### src/rtl/input_ram_ctrl.sv
`default_nettype none
// input_ram_ctrl: loads one input vector from a valid/ready stream into the input RAM,
// then replays it cfg_passes times to the MAC stage with RAM-aligned read flags.
module input_ram_ctrl #(
  parameter int D_WIDTH = 16,
  parameter int A_WIDTH = 4,
  parameter int P_WIDTH = 8
) (
  input  logic               clk,
  input  logic               rst,
  input  logic               start,
  input  logic [A_WIDTH:0]   cfg_len,
  input  logic [P_WIDTH-1:0] cfg_passes,
  input  logic               in_valid,
  input  logic [D_WIDTH-1:0] in_data,
  output logic               in_ready,
  input  logic               mac_ready,
  output logic               ram_w_en,
  output logic [A_WIDTH-1:0] ram_w_addr,
  output logic [D_WIDTH-1:0] ram_w_data,
  output logic [A_WIDTH-1:0] ram_r_addr,
  output logic               rd_valid,
  output logic               rd_first,
  output logic               rd_last,
  output logic [P_WIDTH-1:0] pass_idx,
  output logic               busy,
  output logic               done
);

  localparam logic [A_WIDTH:0]   MAX_LEN = {1'b1, {A_WIDTH{1'b0}}};
  localparam logic [A_WIDTH:0]   ONE_A   = {{A_WIDTH{1'b0}}, 1'b1};
  localparam logic [P_WIDTH-1:0] ONE_P   = {{(P_WIDTH-1){1'b0}}, 1'b1};

  typedef enum logic [1:0] {
    S_IDLE = 2'd0,
    S_LOAD = 2'd1,
    S_READ = 2'd2,
    S_DONE = 2'd3
  } state_t;

  state_t state, state_nx;

  logic [A_WIDTH:0]   len;
  logic [P_WIDTH-1:0] passes;
  logic [A_WIDTH:0]   w_ptr;
  logic [A_WIDTH:0]   r_ptr;
  logic [P_WIDTH-1:0] pass_cnt;

  logic               accept;
  logic               issue;
  logic               r_last;
  logic               p_last;
  logic [A_WIDTH:0]   len_eff;
  logic [P_WIDTH-1:0] passes_eff;

  assign accept     = (state == S_IDLE) && start && (cfg_len != '0);
  assign issue      = (state == S_READ) && mac_ready;
  assign r_last     = (r_ptr == len - ONE_A);
  assign p_last     = (pass_cnt == passes - ONE_P);
  assign len_eff    = (cfg_len > MAX_LEN) ? MAX_LEN : cfg_len;
  assign passes_eff = (cfg_passes == '0) ? ONE_P : cfg_passes;

  always_ff @(posedge clk) begin
    if (!rst) begin
      state <= S_IDLE;
    end else begin
      state <= state_nx;
    end
  end

  always_comb begin
    state_nx   = state;
    in_ready   = 1'b0;
    busy       = 1'b1;
    done       = 1'b0;
    case (state)
      S_IDLE: begin
        busy = 1'b0;
        if (accept) state_nx = S_LOAD;
      end
      S_LOAD: begin
        in_ready = 1'b1;
        if (in_valid && (w_ptr == len - ONE_A)) state_nx = S_READ;
      end
      S_READ: begin
        if (issue && r_last && p_last) state_nx = S_DONE;
      end
      S_DONE: begin
        done     = 1'b1;
        state_nx = S_IDLE;
      end
      default: state_nx = S_IDLE;
    endcase
  end

  // Write port is purely combinational off the handshake; data is gated so idle outputs read 0.
  assign ram_w_en   = in_valid & in_ready;
  assign ram_w_addr = w_ptr[A_WIDTH-1:0];
  assign ram_w_data = in_ready ? in_data : '0;
  assign ram_r_addr = r_ptr[A_WIDTH-1:0];

  always_ff @(posedge clk) begin
    if (!rst) begin
      len      <= '0;
      passes   <= '0;
      w_ptr    <= '0;
      r_ptr    <= '0;
      pass_cnt <= '0;
      rd_valid <= 1'b0;
      rd_first <= 1'b0;
      rd_last  <= 1'b0;
      pass_idx <= '0;
    end else begin
      rd_valid <= issue;
      rd_first <= issue && (r_ptr == '0);
      rd_last  <= issue && r_last;
      pass_idx <= pass_cnt;
      case (state)
        S_IDLE: begin
          if (accept) begin
            len      <= len_eff;
            passes   <= passes_eff;
            w_ptr    <= '0;
            r_ptr    <= '0;
            pass_cnt <= '0;
          end
        end
        S_LOAD: begin
          if (in_valid) w_ptr <= w_ptr + ONE_A;
        end
        S_READ: begin
          // The final issue wraps the address but leaves pass_cnt on the last pass.
          if (mac_ready) begin
            if (r_last) begin
              r_ptr <= '0;
              if (!p_last) pass_cnt <= pass_cnt + ONE_P;
            end else begin
              r_ptr <= r_ptr + ONE_A;
            end
          end
        end
        default: ;
      endcase
    end
  end

endmodule
`default_nettype wire

### config.mk
export PLATFORM = sky130hd
export DESIGN_NAME = input_ram_ctrl
export DESIGN_NICKNAME = d
export VERILOG_FILES = /design/src/rtl/input_ram_ctrl.sv
export SDC_FILE = /design/constraint.sdc
export NUM_CORES = 1
export LEC_CHECK = 0
export CAP_MARGIN = 20
export CORE_ASPECT_RATIO = 0.5
export CORE_MARGIN = 3
export CORE_UTILIZATION = 30
export CTS_CLUSTER_SIZE = 40
export DETAILED_ROUTE_END_ITERATION = 10
export HOLD_SLACK_MARGIN = 0.02
export SLEW_MARGIN = 5
export SYNTH_ARGS = -nofsm -noshare
export SYNTH_HDL_FRONTEND = slang
export SYNTH_SLANG_ARGS = --single-unit
export TNS_END_PERCENT = 50
### constraint.sdc
create_clock -name clk -period 4.4 [get_ports clk]
set_clock_uncertainty 0.2 [all_clocks]
set_input_delay 0.88 -clock clk [delete_from_list [all_inputs] [get_ports clk]]
set_output_delay 0.88 -clock clk [all_outputs]
set_load 0.01 [all_outputs]
Word-level counts from Yosys, hierarchy flattened:

Cells that the tools add are included.

* div/mod/pow operators: 0
* bitwise logic cells: 1
* mux-type cells: 21
* add/sub/neg operators: 5
* multipliers: 0
* eq/ne operators: 13
* reductions and logical operators: 18
* magnitude comparators: 1
* shift-type cells: 0

Operators with widths (number)
* $mux 8: 5
* $mux 5: 5
* $pmux 5 s2: 2
* $mux 16: 1
* $pmux 8 s2: 1
* $ne 2x2->1 const B: 6
* $add 5x1->5 const B: 2
* $eq 5x5->1: 2
* $reduce_and 3->1: 3
* $add 8x1->8 const B: 1
* $eq 8x8->1: 1
* $logic_not 8->1: 1
* $pmux 2 s4: 1
* $sub 8x1->8 const B: 1
* $logic_and 1x1->1: 7
* $mux 2: 3
* $gt 5x5->1 const B: 1
* $logic_not 5->1: 1
* $reduce_and 5->1: 1
* $reduce_bool 5->1: 1
* $sub 5x1->5 const B: 1
* $eq 2x2->1 const B: 2
* $reduce_bool 2->1: 2
* $mux 1: 3
* 5 further kinds: 5

* memory bits (read-only): 0
* memories kept: 0
* latch bits: 0
* bits in writable memories: 0
* register bits: 44
* logic and storage cells: 69
* output and inout port bits: 39
* input bits: 34

Longest topological paths before layout:

* depth after elaboration: 6
* mapped depth: 10
* mapped depth without buffers: 9

Worst setup path after synthesis:

OpenSTA, ideal clock, no wires.

* path type: input to register
* start: in cfg_len[2]
* end: reg pass_cnt[5]
* stages on the path: 8
* slack: 1709 ps
* buffers on the path: 1
* required time: 4127 ps
* arrival: 2418 ps
* cell sequence: or4_1 -> o21ai_0 -> a21oi_2 -> nand2b_4 -> or2_1 -> buf_6 -> or4_1 -> a21oi_1

* cells in the longest elaborated chain, start to end: 4

Ends and longest elaborated chain
* from (decl): RTL line 12 `input logic [A_WIDTH:0] cfg_len,`
* $reduce_bool 5->1: RTL line 56 `assign accept = (state == S_IDLE) && start && (cfg_len != '0);`
* $logic_and 1x1->1: RTL line 56
* $ne 2x2->1 (no line)
* $reduce_and 5->1 (no line)
* to (signal assigned): RTL line 136 `if (!p_last) pass_cnt <= pass_cnt + ONE_P;`
* to (decl): RTL line 47 `logic [P_WIDTH-1:0] pass_cnt;`

Every way passes these cells.
A chain may end at the register's enable or synchronous reset.

Worst setup path in the final report:

* start: in in_valid
* end: out ram_w_en

* cells in the longest elaborated chain, start to end: 1

Ends and longest elaborated chain
* from (decl): RTL line 14 `input logic in_valid,`
* $and 1x1->1: RTL line 97 `assign ram_w_en = in_valid & in_ready;`
* to (decl): RTL line 18 `output logic ram_w_en,`

Every way passes these cells.

==> flow_summary_export.csv <==
group,metric,value,unit
die,num_rows,23,
critical_path,cp.arrival,2.15,ns
routing,ant_nets,0,
synth,synth_fp_nets,340,
clock_tree,cts_setup_buffers,0,
die,die_h,71.88,µm
sta,fin_ws,1.174,ns
finish,diodes,0,
grt,grt_pass1_wl,10620,µm
die,initial_core_util,0.3175,
sta,finalHoldViolCount,0,
clock_tree,clk_latency,0.29,ns
clock_tree,htree_levels,2,
clock_tree,hold_buffers,0,
sta,slew_headroom,0.5791,
die,io_pins,73,
synth,synth_area,2604,µm²
critical_path,critPathMaxFanout,5,
critical_path,r2r_start,"len[0]$_SDFFE_PN0P_",
routing,wl,6095,µm
synth,synth.distinct_cells,51,
placed_design,port_buffers,72,
critical_path,cp-end-kind,"output port",
hold_path,min-delay-start,"len[1]$_SDFFE_PN0P_",
sta,worst_pin_slew,0.6247,ns
die,die-width,137.8,µm
critical_path,worstSetupStartpoint,"in_valid",
finish,final_common_cell,"clkdlybuf4s50_1",
placed_design,gp_congestion,0.8178,
clock_tree,cts-resized-gates,0,
grt,grt_pass1_vias,2228,
hold_path,worstHoldPathType,"flop to flop",
synth,synth_top_flop_cell,"dfxtp_1",
routing,drt_iter0_drc,109,
grt,grt_usage,0.1326,
clock_tree,clkSinkCount,44,
routing,wl_per_cell,13.02,µm
placed_design,dp_hpwl,4667,µm
sta,period_minus_slack,3.226,ns
job,maxCapViolations,0,
routing,route.detailed.drc,0,
pwr,p_per_area,440.5,nW/µm²
pwr,leakagePower,1.315,nW
critical_path,cp-start-kind,"input port",
sta,setup_viol,0,
critical_path,crit_type,"input port to output port",
finish,drive_gt1_frac,0.05618,
die,coreArea,8202,µm²
synth,syn_area_per_cell,8.826,µm²
finish,area_growth,34.98,%
grt,grt_antenna_before_repair,0,
synth,synth-seq-area-share,0.3383,
grt,grt-ovfl-total,0,
synth,ys_ff_latch,44,
synth,synthCells,295,
synth,async_reset_ff_frac,0,
pwr,ir_worst_vdd,0.0001822,V
sta,tns,0,ns
sta,min_period_over_period,0.7332,
sta,rsz0062_at_grt,"false",
clock_tree,clk_pin_slew_worst_paths,0.06,ns
critical_path,critPathMaxStageDelay,0.57,ns
clock_tree,clockBufferDepth,2,
critical_path,cp_common_cell,"clkdlybuf4s50_1",
finish,final_core_util,0.4285,
finish,final_nets,400,
finish,layout_common_cells,"clkdlybuf4s50_1 (72), dfxtp_1 (44), and2_1 (28)",
placed_design,post-place-ws,0.9503,ns
clock_tree,cts_buffers,5,
pwr,finalPower,0.001548,W
critical_path,worstPathRequired,3.32,ns
sta,fmax,310.0,MHz
synth,synth_edf_count,0,
grt,grt_max_degree,25,
sta,maxSlewViolCount,0,
routing,via_count,2193,
clock_tree,cts_tree,"yes",
sta,hold_slack,0.2765,ns
routing,drtPass1Iterations,4,
critical_path,path_cells,"clkdlybuf4s50_1 -> and2_1 -> clkdlybuf4s50_1",
clock_tree,cts_root_buf,"clkbuf_16",
die,die_area,9901,µm²
status,status,"complete, no violations",
critical_path,slowest_stage,"clkdlybuf4s50_1",
synth,synth_warnings,0,
routing,vias_per_cell,4.686,
==> critical path: cells and delay by family <==
kind / cells / cell delay, ns
buffers and inverters: 2 / 1.10
and+or+nand+nor: 1 / 0.16
==> stage by stage <==
| step | area [µm²] | cells |
|---|---|---|
| final | 3515 | 468 |
| after global routing | 3515 | 468 |
| after CTS | 3515 | 468 |
| after detailed placement | 3337 | 460 |
| after global placement | 3337 | 460 |
| after floorplan | 2604 | 295 |
==> sequential cells by signal, summed over array words and instances, names as in the netlist, 2 cells and up <==
name and flops:
len 5, pass_cnt 8, pass_idx 8, passes 8, r_ptr 5, state 2
w_ptr 5
==> worst paths after layout <==
path                            slack [ns]                        to  depth (start not counted)
worst max-delay path                  1.17                  ram_w_en                          3
worst min-delay path                  0.28       len[1]$_SDFFE_PN0P_                          2
worst max register to register        1.60  pass_cnt[7]$_SDFFE_PN0P_                          9
worst min register to register        0.28       len[1]$_SDFFE_PN0P_                          2
==> power by group <==
part | total (W) | switching, W | internal [W]
Sequential | 0.000480 | 0.0000457 | 0.000434
Combinational | 0.000626 | 0.000315 | 0.000311
Clock | 0.000442 | 0.000158 | 0.000284
Total | 0.00155 | 0.000518 | 0.00103
==> synthesized netlist by cell type (2+ instances only) <==
| library cell | instances | share of area |
|---|---|---|
| xor2_1 | 15 | 0.050 |
| clkbuf_1 | 5 | 0.0072 |
| and2_1 | 28 | 0.067 |
| o21ai_0 | 11 | 0.021 |
| nand4b_1 | 4 | 0.013 |
| nor2b_1 | 8 | 0.019 |
| buf_2 | 3 | 0.0058 |
| buf_6 | 3 | 0.013 |
| nor4_1 | 2 | 0.0048 |
| buf_4 | 9 | 0.026 |
| o31ai_1 | 2 | 0.0058 |
| nand3_1 | 7 | 0.013 |
| o21a_1 | 2 | 0.0058 |
| or4_1 | 5 | 0.014 |
| dfxtp_1 | 44 | 0.34 |
| xnor2_1 | 13 | 0.044 |
| mux2i_1 | 10 | 0.038 |
| nor3_1 | 3 | 0.0058 |
| or3_2 | 2 | 0.0058 |
| inv_1 | 13 | 0.019 |
| o311a_1 | 2 | 0.0077 |
| ha_1 | 11 | 0.053 |
| nor2_1 | 18 | 0.026 |
| or2_2 | 2 | 0.0048 |
| a211oi_1 | 2 | 0.0058 |
| nand2_1 | 19 | 0.027 |
| nand2b_1 | 4 | 0.0096 |
| a21boi_0 | 9 | 0.026 |
| nor3b_1 | 5 | 0.014 |
| a21oi_1 | 7 | 0.013 |
| nand4_1 | 7 | 0.017 |
==> logic make-up (layout without fill, tap and decap cells) <==
group | after synthesis | count (layout) | share of synthesized area
AO/OA/AOI/OAI | 45 | 45 | 0.1216
XOR/XNOR | 29 | 29 | 0.1028
adder cells (fa/ha/maj) | 11 | 11 | 0.05286
buffers and inverters | 33 | 94 | 0.07064
flip-flops | 44 | 44 | 0.3383
multiplexers | 10 | 10 | 0.03844
AND/OR/NAND/NOR | 123 | 123 | 0.2753
==> layout make-up <==
cell class / instances / area, µm²
clock buffers: 6 / 138.9
clock inverters: 2 / 38.79
inverters: 13 / 48.80
multi-input cells: 218 / 1539
flip-flops and latches: 44 / 880.8
well taps: 112 / 140.1
repair buffers: 73 / 728.2
fillers: 799 / 4687
==> layer usage <==
layer | vias up | part of all wire | track usage
met4 | 0 | 0.0090 | 0.03834
met1 | 1040 | 0.46 | 0.1677
li1 | 1122 | - | -
met2 | 26 | 0.50 | 0.2268
met3 | 5 | 0.026 | 0.03156
met5 | - | 0 | 0
Power figures use the tool's default switching activity.
